<file path="config.mk">
export PLATFORM = sky130hd
export DESIGN_NAME = gain_corrector_pipe
export DESIGN_NICKNAME = d
export VERILOG_FILES = /design/src/rtl/gain_corr_pkg.sv /design/src/rtl/gain_corr_cal_table.sv /design/src/rtl/gain_corrector_pipe.sv
export SDC_FILE = /design/constraint.sdc
export NUM_CORES = 1
export LEC_CHECK = 0
export ABC_AREA = 1
export BUFFER_PORTS_ARGS = -buffer_cell sky130_fd_sc_hd__buf_4
export CORE_ASPECT_RATIO = 1.2
export CORE_MARGIN = 2
export CORE_UTILIZATION = 50
export DETAILED_ROUTE_END_ITERATION = 8
export PLACE_DENSITY = 0.82
export SYNTH_ARGS = -nofsm -noshare
export SYNTH_HDL_FRONTEND = slang
export SYNTH_SLANG_ARGS = --single-unit
</file>
<file path="constraint.sdc">
create_clock -name clk -period 3.9 [get_ports clk]
set_clock_uncertainty 0.1 [all_clocks]
set_input_delay 0.78 -clock clk [delete_from_list [all_inputs] [get_ports clk]]
set_output_delay 0.78 -clock clk [all_outputs]
set_load 0.02 [all_outputs]
</file>
<file path="src/rtl/gain_corr_pkg.sv">
// Shared types and arithmetic helpers for the
// pipelined multi-channel gain corrector.
package gain_corr_pkg;

  localparam int DW   = 8;
  localparam int NCH  = 4;
  localparam int CHW  = (NCH > 1) ? $clog2(NCH) : 1;
  localparam int FRAC = DW - 1;
  localparam int CW   = 16;

  typedef struct packed {
    logic [CHW-1:0]  ch;
    logic [2*DW-1:0] data;
    logic            sat;
  } stage_t;

  function automatic logic [DW-1:0] unity_gain();
    return {{(DW-1){1'b0}}, 1'b1} << FRAC;
  endfunction

  // {sat, value}: clamp a signed DW+2 bit sum to 0..2^DW-1
  function automatic logic [DW:0] clamp_sum(
    input logic [DW+1:0] s
  );
    if (s[DW+1])
      return {1'b1, {DW{1'b0}}};
    else if (s[DW])
      return {1'b1, {DW{1'b1}}};
    else
      return {1'b0, s[DW-1:0]};
  endfunction

  // {sat, value}: drop gain fraction, clamp to DW bits
  function automatic logic [DW:0] clamp_prod(
    input logic [2*DW-1:0] p
  );
    logic [2*DW-1:0] q;
    q = p >> FRAC;
    if (|q[2*DW-1:DW])
      return {1'b1, {DW{1'b1}}};
    else
      return {1'b0, q[DW-1:0]};
  endfunction

endpackage

</file>
<file path="src/rtl/gain_corr_cal_table.sv">
// Per-channel offset/gain register file.
// Sync write, combinational read, unity defaults.
module gain_corr_cal_table
  import gain_corr_pkg::*;
#(
  parameter int NUM_CH = NCH,
  parameter int CH_W   = CHW,
  parameter int DATA_W = DW
) (
  input  logic              clk,
  input  logic              rst,
  input  logic              wr_i,
  input  logic [CH_W-1:0]   wr_ch_i,
  input  logic [DATA_W-1:0] wr_off_i,
  input  logic [DATA_W-1:0] wr_gain_i,
  input  logic [CH_W-1:0]   rd_ch_i,
  output logic [DATA_W-1:0] rd_off_o,
  output logic [DATA_W-1:0] rd_gain_o
);

  logic [DATA_W-1:0] off_q  [NUM_CH];
  logic [DATA_W-1:0] gain_q [NUM_CH];

  // Table storage; unknown channels never written
  always_ff @(posedge clk) begin
    if (rst) begin
      for (int i = 0; i < NUM_CH; i++) begin
        off_q[i]  <= '0;
        gain_q[i] <= unity_gain();
      end
    end else if (wr_i && int'(wr_ch_i) < NUM_CH) begin
      off_q[wr_ch_i]  <= wr_off_i;
      gain_q[wr_ch_i] <= wr_gain_i;
    end
  end

  // Read port; unknown channels get identity coefs
  always_comb begin
    rd_off_o  = '0;
    rd_gain_o = unity_gain();
    if (int'(rd_ch_i) < NUM_CH) begin
      rd_off_o  = off_q[rd_ch_i];
      rd_gain_o = gain_q[rd_ch_i];
    end
  end

endmodule

</file>
<file path="src/rtl/gain_corrector_pipe.sv">
// Three-stage offset/gain corrector with
// valid/ready handshake and saturation counter.
module gain_corrector_pipe
  import gain_corr_pkg::*;
#(
  parameter int DATA_W    = DW,
  parameter int NUM_CH    = NCH,
  parameter int CH_W      = CHW,
  parameter int GAIN_FRAC = FRAC,
  parameter int CNT_W     = CW
) (
  input  logic              clk,
  input  logic              rst,
  input  logic              cal_wr,
  input  logic [CH_W-1:0]   cal_ch,
  input  logic [DATA_W-1:0] cal_offset,
  input  logic [DATA_W-1:0] cal_gain,
  input  logic              in_vld,
  output logic              in_rdy,
  input  logic [CH_W-1:0]   in_ch,
  input  logic [DATA_W-1:0] in_raw,
  output logic              out_vld,
  input  logic              out_rdy,
  output logic [CH_W-1:0]   out_ch,
  output logic [DATA_W-1:0] out_corr,
  output logic              out_sat,
  output logic [CNT_W-1:0]  sat_cnt,
  input  logic              sat_clr
);

  logic              en;
  logic              acc;
  logic [DATA_W-1:0] off_rd;
  logic [DATA_W-1:0] gain_rd;
  logic [DATA_W+1:0] sum;

  stage_t            s1_d, s1_q;
  stage_t            s2_d, s2_q;
  logic              s1_vld_q, s2_vld_q;
  logic [DATA_W-1:0] s1_gain_q;

  logic              out_vld_q;
  logic [CH_W-1:0]   out_ch_q, out_ch_d;
  logic [DATA_W-1:0] out_corr_q, out_corr_d;
  logic              out_sat_q, out_sat_d;
  logic              gsat;
  logic [CNT_W-1:0]  sat_cnt_q, sat_cnt_d;

  assign en     = ~out_vld_q | out_rdy;
  assign in_rdy = en;
  assign acc    = in_vld & en;

  gain_corr_cal_table #(
    .NUM_CH (NUM_CH),
    .CH_W   (CH_W),
    .DATA_W (DATA_W)
  ) u_tab (
    .clk       (clk),
    .rst       (rst),
    .wr_i      (cal_wr),
    .wr_ch_i   (cal_ch),
    .wr_off_i  (cal_offset),
    .wr_gain_i (cal_gain),
    .rd_ch_i   (in_ch),
    .rd_off_o  (off_rd),
    .rd_gain_o (gain_rd)
  );

  // Stage math: S1 offset clamp, S2 multiply, S3 gain clamp
  always_comb begin
    sum = {2'b00, in_raw}
        + {{2{off_rd[DATA_W-1]}}, off_rd};
    s1_d    = '0;
    s1_d.ch = in_ch;
    {s1_d.sat, s1_d.data[DATA_W-1:0]} = clamp_sum(sum);
    s2_d      = '0;
    s2_d.ch   = s1_q.ch;
    s2_d.sat  = s1_q.sat;
    s2_d.data = s1_q.data * {{DATA_W{1'b0}}, s1_gain_q};
    {gsat, out_corr_d} = clamp_prod(s2_q.data);
    out_ch_d  = s2_q.ch;
    out_sat_d = s2_q.sat | gsat;
  end

  // Lock-step pipeline registers; all hold on stall
  always_ff @(posedge clk) begin
    if (rst) begin
      s1_vld_q   <= 1'b0;
      s1_q       <= '0;
      s1_gain_q  <= '0;
      s2_vld_q   <= 1'b0;
      s2_q       <= '0;
      out_vld_q  <= 1'b0;
      out_ch_q   <= '0;
      out_corr_q <= '0;
      out_sat_q  <= 1'b0;
    end else if (en) begin
      s1_vld_q   <= acc;
      s1_q       <= s1_d;
      s1_gain_q  <= gain_rd;
      s2_vld_q   <= s1_vld_q;
      s2_q       <= s2_d;
      out_vld_q  <= s2_vld_q;
      out_ch_q   <= out_ch_d;
      out_corr_q <= out_corr_d;
      out_sat_q  <= out_sat_d;
    end
  end

  // Sticky counter: clear wins, stops at all-ones
  always_comb begin
    sat_cnt_d = sat_cnt_q;
    if (sat_clr)
      sat_cnt_d = '0;
    else if (out_vld_q && out_rdy && out_sat_q
             && !(&sat_cnt_q))
      sat_cnt_d = sat_cnt_q + 1'b1;
  end

  // Saturation counter register
  always_ff @(posedge clk) begin
    if (rst) sat_cnt_q <= '0;
    else     sat_cnt_q <= sat_cnt_d;
  end

  assign out_vld  = out_vld_q;
  assign out_ch   = out_ch_q;
  assign out_corr = out_corr_q;
  assign out_sat  = out_sat_q;
  assign sat_cnt  = sat_cnt_q;

endmodule
</file>
# ---- Yosys cells after proc, flatten, opt, wreduce, memory -nomap -nowiden
# Memories as Yosys holds them, arrays and structs flattened. A register that Yosys moved wholly into a read port is not among the register bits.
# Index checks and enable logic that the tools add are counted.
dict set report word_totals {
  latch_bits 0
  ram_bits 64
  word_cells 44
  output_inout_bits 29
  n_memories 2
  rom_bits 0
  inputBits 34
  ff_bits 60
}
# name depth word_bits rd rd_ports_with_merged_regs write_ports line
set mem_list {}
lappend mem_list {u_tab.gain_q 4 8 1 1 4 gain_corr_cal_table.sv:22} ;# logic [DATA_W-1:0] gain_q [NUM_CH];
lappend mem_list {u_tab.off_q 4 8 1 0 4 gain_corr_cal_table.sv:21} ;# logic [DATA_W-1:0] off_q [NUM_CH];
dict set report classes {
  n_lt_le_gt_ge 0
  multipliers 1
  shift 0
  n_bitwise 4
  reduce_logical 8
  muxes 14
  n_div 0
  add_sub_neg 2
  eq_ne 0
}
# cell n
set op_table {}
lappend op_table {{9-bit two-way mux} 3}
lappend op_table {{16-bit by 1-bit adder with 16-bit output, second input constant} 1}
lappend op_table {{8-bit by 8-bit multiplier with 16-bit output} 1}
lappend op_table {{8-bit two-way mux} 2}
lappend op_table {{16-bit AND reduction} 1}
lappend op_table {{8-bit OR reduction} 2}
lappend op_table {{9-bit by 8-bit adder with 10-bit output} 1}
lappend op_table {{1-bit two-way mux} 7}
lappend op_table {{2-bit two-way mux} 2}
lappend op_table {{1-bit logical AND} 3}
lappend op_table {{1-bit bitwise OR} 2}
lappend op_table {{2-bit OR reduction} 1}
lappend op_table {{1-bit AND} 1}
lappend op_table {{1-bit zero test} 1}
lappend op_table {{1-bit inverter} 1}

# ---- Logic depth before layout (Yosys ltp)
dict set report depth {
  depth_word 5
  ltp_mapped 22
  ltp_nobuf 21
}

# ---- Cells and area by module
# From an unflattened synthesis, not the netlist that was laid out.
dict set report hier_totals {
  cells_unflattened 1116
  hier_area_um2 8345.5
}
# mod area_per_inst_um2 seq_area_each_um2 cells_each n_inst
set by_module_without_submodules {}
lappend by_module_without_submodules {gain_corrector_pipe 5242.5 1221.2 765 1}
lappend by_module_without_submodules {gain_corr_cal_table 3103.0 1921.8 351 1}

# ---- Worst setup path after synthesis
# OpenSTA, ideal clock, no wires.
dict set report synth_path {
  kind {register -> register}
  start {reg s1_gain_q[7], read port of u_tab.gain_q}
  end {reg s2_q[15] (netlist name)}
  path_slack_ns -0.201
  setup_time_ns 0.117
  required_time_ns 3.683
  arrival_time_ns 3.884
  path_buffers 1
  period_less_slack_ns 4.101
  path_stages_with_launch 17
  path_cell_list {dfxtp_1 clkbuf_1 nand2_1 fa_1 fa_1 inv_1 fa_1 inv_1 fa_1 inv_1 ha_1 a21oi_1 o21ai_0 a21oi_1 a21oi_1 nor2_1 nor2_1}
}
dict set report synth_via {
  elab_chain_cells 1
}
# element line
set synth_lines {}
lappend synth_lines {{start, declared} gain_corrector_pipe.sv:40} ;# logic [DATA_W-1:0] s1_gain_q;
lappend synth_lines {{8-bit by 8-bit multiplier with 16-bit output} gain_corrector_pipe.sv:79} ;# s2_d.data = s1_q.data * {{DATA_W{1'b0}}, s1_gain_q};
lappend synth_lines {{end signal, assigned} gain_corrector_pipe.sv:92} ;# s2_q <= '0;
lappend synth_lines {{end signal, assigned} gain_corrector_pipe.sv:102} ;# s2_q <= s2_d;
lappend synth_lines {{end, declared} gain_corrector_pipe.sv:38} ;# stage_t s2_d, s2_q;
# No other way between the ends.
# A chain may end at the register's enable or synchronous reset.

# ---- Final worst setup path
dict set report layout_path {
  start {reg s1_q[6] (netlist name)}
  end {reg s2_q[16] (netlist name)}
}
dict set report layout_via {
  elab_chain_cells 1
}
# element line
set layout_lines {}
lappend layout_lines {{start, declared} gain_corrector_pipe.sv:37} ;# stage_t s1_d, s1_q;
lappend layout_lines {{start signal, assigned} gain_corrector_pipe.sv:89} ;# s1_q <= '0;
lappend layout_lines {{start signal, assigned} gain_corrector_pipe.sv:99} ;# s1_q <= s1_d;
lappend layout_lines {{8-bit by 8-bit multiplier with 16-bit output} gain_corrector_pipe.sv:79}
# No other way between the ends.

==> run_results.csv <==
group,metric,value,unit
critical_path,reg2reg_slack,-0.11,ns
final_layout,instances_no_fill,1344,
power,power,4.048,mW
final_layout,layout.nets,1232,
routing,viasPerCell,5.167,
logic_synthesis,avgSynthCellArea,7.827,um2
logic_synthesis,synthAdderAreaFrac,15.51,%
power,powerDensity,406.2,nW/um2
sta,whs,0.3641,ns
sta,setup_viol_count_final,6,
floorplan,dieHeight,143.6,um
sta,setup_ws,-0.1054,ns
critical_path,reg2regPathDepth,17,
clock_tree,max-clock-path-buffers,2,
critical_path,crit_type,"flip-flop to flip-flop",
sta,rsz0062_at_grt,"true",
min_path,min_from,"s2_q[0]$_SDFFE_PP0N_",
floorplan,num_rows,51,
grt,grt_pass1_wl,29660,um
logic_synthesis,synth_warnings,0,
sta,maxSlewHeadroom,38.24,%
min_path,hold_path.class,"flip-flop to flip-flop",
final_layout,final_area,9965,um2
logic_synthesis,syn_area,8117,um2
grt,first_global_vias,6630,
routing,drt_wl_total,18690,um
place,detailedPlace.worstSlack,-0.1538,ns
floorplan,die_area,17270,um2
min_path,min_path_cells,2,
floorplan,coreArea,16080,um2
logic_synthesis,syn_nets,1150,
grt,grt_start_max_net_pins,54,
place,place_congestion,0.8896,
logic_synthesis,yosysSeqAreaShare,38.72,%
clock_tree,cts-root-buf,"clkbuf_16",
routing,num_vias,6945,
sta,fmax,0.2497,GHz
floorplan,start_util,50.47,%
logic_synthesis,ys_ff_latch,125,
logic_synthesis,synth_xor_area_share,1.295,%
clock_tree,cts.clk_slew.worst_paths,0.07,ns
sta,final_max_slew_viol_count,0,
power,irDropWorstVdd,0.3867,mV
logic_synthesis,synth_edf_count,64,
final_layout,final_cell_mix,"nand2_1 (183), inv_1 (173), nor2_1 (132)",
logic_synthesis,synth_top_family_by_area,"simple AND/OR/NAND/NOR gates",
critical_path,cp_slowest_cell,"fa_1",
power,leakage,4.969,nW
critical_path,crit_buf_inv,4,
logic_synthesis,synth-compound-area-share,10.21,%
logic_synthesis,ys.flop_type,"edfxtp_1",
logic_synthesis,syn-instance-count,1037,
routing,ant_nets,0,
final_layout,area_growth,22.77,%
place,post-place-cells,1302,
grt,grt_remaining_overflow,0,
critical_path,timing.rr.end,"s2_q[16]$_SDFFE_PP0N_",
critical_path,reg2reg_from,"s1_q[6]$_SDFFE_PP0N_",
routing,drcViolationCount,0,
grt,grt.total_usage,21.44,%
final_layout,drive_above_1_share,21.82,%
final_layout,final_common_cell,"nand2_1",
flow_run,maxCapViolations,0,
clock_tree,cts_tree,"built",
critical_path,critPathLaunch,"s1_q[6]$_SDFFE_PP0N_",
logic_synthesis,synthArstFlopShare,0,%
clock_tree,h-tree-depth,4,
routing,first_iter_violations,383,
place,io_buffers,62,
min_path,hold_path_end,"out_sat$_SDFFE_PP0N_",
clock_tree,clk_latency,0.42,ns
critical_path,end_kind,"flip-flop",
critical_path,critPathLaunchType,"flip-flop",
clock_tree,cts_buffers,17,
logic_synthesis,synth_cell_types,42,
critical_path,critical_path.top_delay_family,"adder cells",
logic_synthesis,synth_mux_area_share,0,%
place,dp.final_hpwl,12460,um
sta,finalCriticalPeriod,4.005,ns
sta,finalCritPeriodShare,102.7,%
routing,dr.pass1.iters,7,
sta,hold_viol,0,
critical_path,cpPeakStageDelay,0.54,ns
critical_path,path_max_fanout,6,
status,status,"finished, violations left",
logic_synthesis,yosys.area_share.simple,22.71,%
clock_tree,cts.sinks,125,
floorplan,ioPinCount,63,
floorplan,dieWidth,120.3,um
grt,antenna_found_initial,0,
routing,wl_per_cell,13.91,um
critical_path,required,4.13,ns
sta,tightest_slew,0.9263,ns
place,placed_area,8976,um2
final_layout,diodes,0,
status,violations,"negative setup slack",
critical_path,cp.arrival,4.23,ns
critical_path,crit_path_cell_trace,"nand2_1 -> inv_1 -> fa_1 -> fa_1 -> fa_1 -> inv_1 -> fa_1 -> inv_1 -> ha_4 -> nand2_4 -> nor2_2 -> and2_1 -> nand2_2 -> nand3_2 -> nand3_2 -> nand2_2 -> inv_1",
-- cell families (layout without fill, tap and decap cells) --
group	after synthesis	count (layout)
buf+inv	240	335
fa+ha+maj	79	79
flops	125	125
compound gates	151	151
simple gates	430	430
xor+xnor	12	12
-- area by class of cell --
cell class	instances	area [um2]
fillers	1291	6116
well taps	212	265.3
inverters	196	740.7
flip-flops and latches	125	3183
multi-input cells	672	4353
clock buffers	17	425.4
clock inverters	15	167.7
repair buffers	107	829.5
-- tightest hold or removal path, stage by stage, from the launching register on --
cell and delay, ns:
dfxtp_1 0.30, inv_1 0.07, a21oi_1 0.06
-- stage by stage --
step | setup TNS [ns] | util, %
2_1_floorplan | 0 | -
3_3_place_gp | -0.3180 | 55.82
3_5_place_dp | -0.8302 | 55.82
4_1_cts | -0.0007954 | 60.14
5_1_grt | -1.148 | 61.97
6_report | -0.2323 | 61.97
-- sequential cells by signal, summed over array words and instances (netlist names) --
signal and flops:
u_tab.gain_q 32, u_tab.off_q 32, sat_cnt 16, s1_q 11
s2_q 10, out_corr 8, s1_gain_q 8, out_ch 2
out_ch_d 2, out_sat 1, out_vld 1, s1_vld_q 1
s2_vld_q 1
-- timing repair --
action	4_1_cts	5_1_grt
pin swaps	11	40
endpoints found under the setup margin	9	9
hold buffers	0	0
buffers inserted	1	9
gates resized for setup	32	63
-- power breakdown --
group	internal, mW	switching (mW)	total [mW]	leakage (nW)
logic	0.397	0.532	0.930	3.55
clock network	0.862	0.698	1.56	0.289
registers	1.49	0.0666	1.56	1.13
-- worst max-delay path by stage --
stage,endpoint,slack [ns],depth (start not counted)
floorplan,s2_q[15]$_SDFFE_PP0N_,0.002,16
global placement,s2_q[13]$_SDFFE_PP0N_,-0.07,18
detailed placement,s2_q[13]$_SDFFE_PP0N_,-0.15,18
CTS,s2_q[16]$_SDFFE_PP0N_,-0.0008,17
global route,s2_q[16]$_SDFFE_PP0N_,-0.25,17
finish,s2_q[16]$_SDFFE_PP0N_,-0.11,17
-- per-layer routing --
| layer | vias to the layer above | track usage (%) | share of wire (%) |
|---|---|---|---|
| met3 | 47 | 3.730 | 4.1 |
| met4 | 0 | 8.690 | 2.7 |
| met2 | 202 | 39.03 | 53 |
| li1 | 3439 | - | - |
| met5 | - | 0 | 0 |
| met1 | 3257 | 24.99 | 40 |
-- cells in the mapped netlist, types with 8 or more instances --
| cell type | number | area, um2 |
|---|---|---|
| o21ai_0 | 74 | 370.4 |
| fa_1 | 36 | 720.7 |
| a21oi_1 | 42 | 210.2 |
| nand3_1 | 42 | 210.2 |
| nand4_1 | 8 | 50.05 |
| inv_2 | 12 | 45.04 |
| nand2_1 | 200 | 750.7 |
| nor3_1 | 15 | 75.07 |
| dfxtp_1 | 61 | 1221 |
| ha_1 | 43 | 538.0 |
| o21bai_1 | 11 | 82.58 |
| nor2_1 | 139 | 521.8 |
| edfxtp_1 | 64 | 1922 |
| o22ai_1 | 14 | 87.58 |
| clkbuf_1 | 34 | 127.6 |
| xor2_1 | 8 | 70.07 |
| inv_1 | 182 | 683.2 |
No activity file was read; power rests on OpenSTA's default activity.
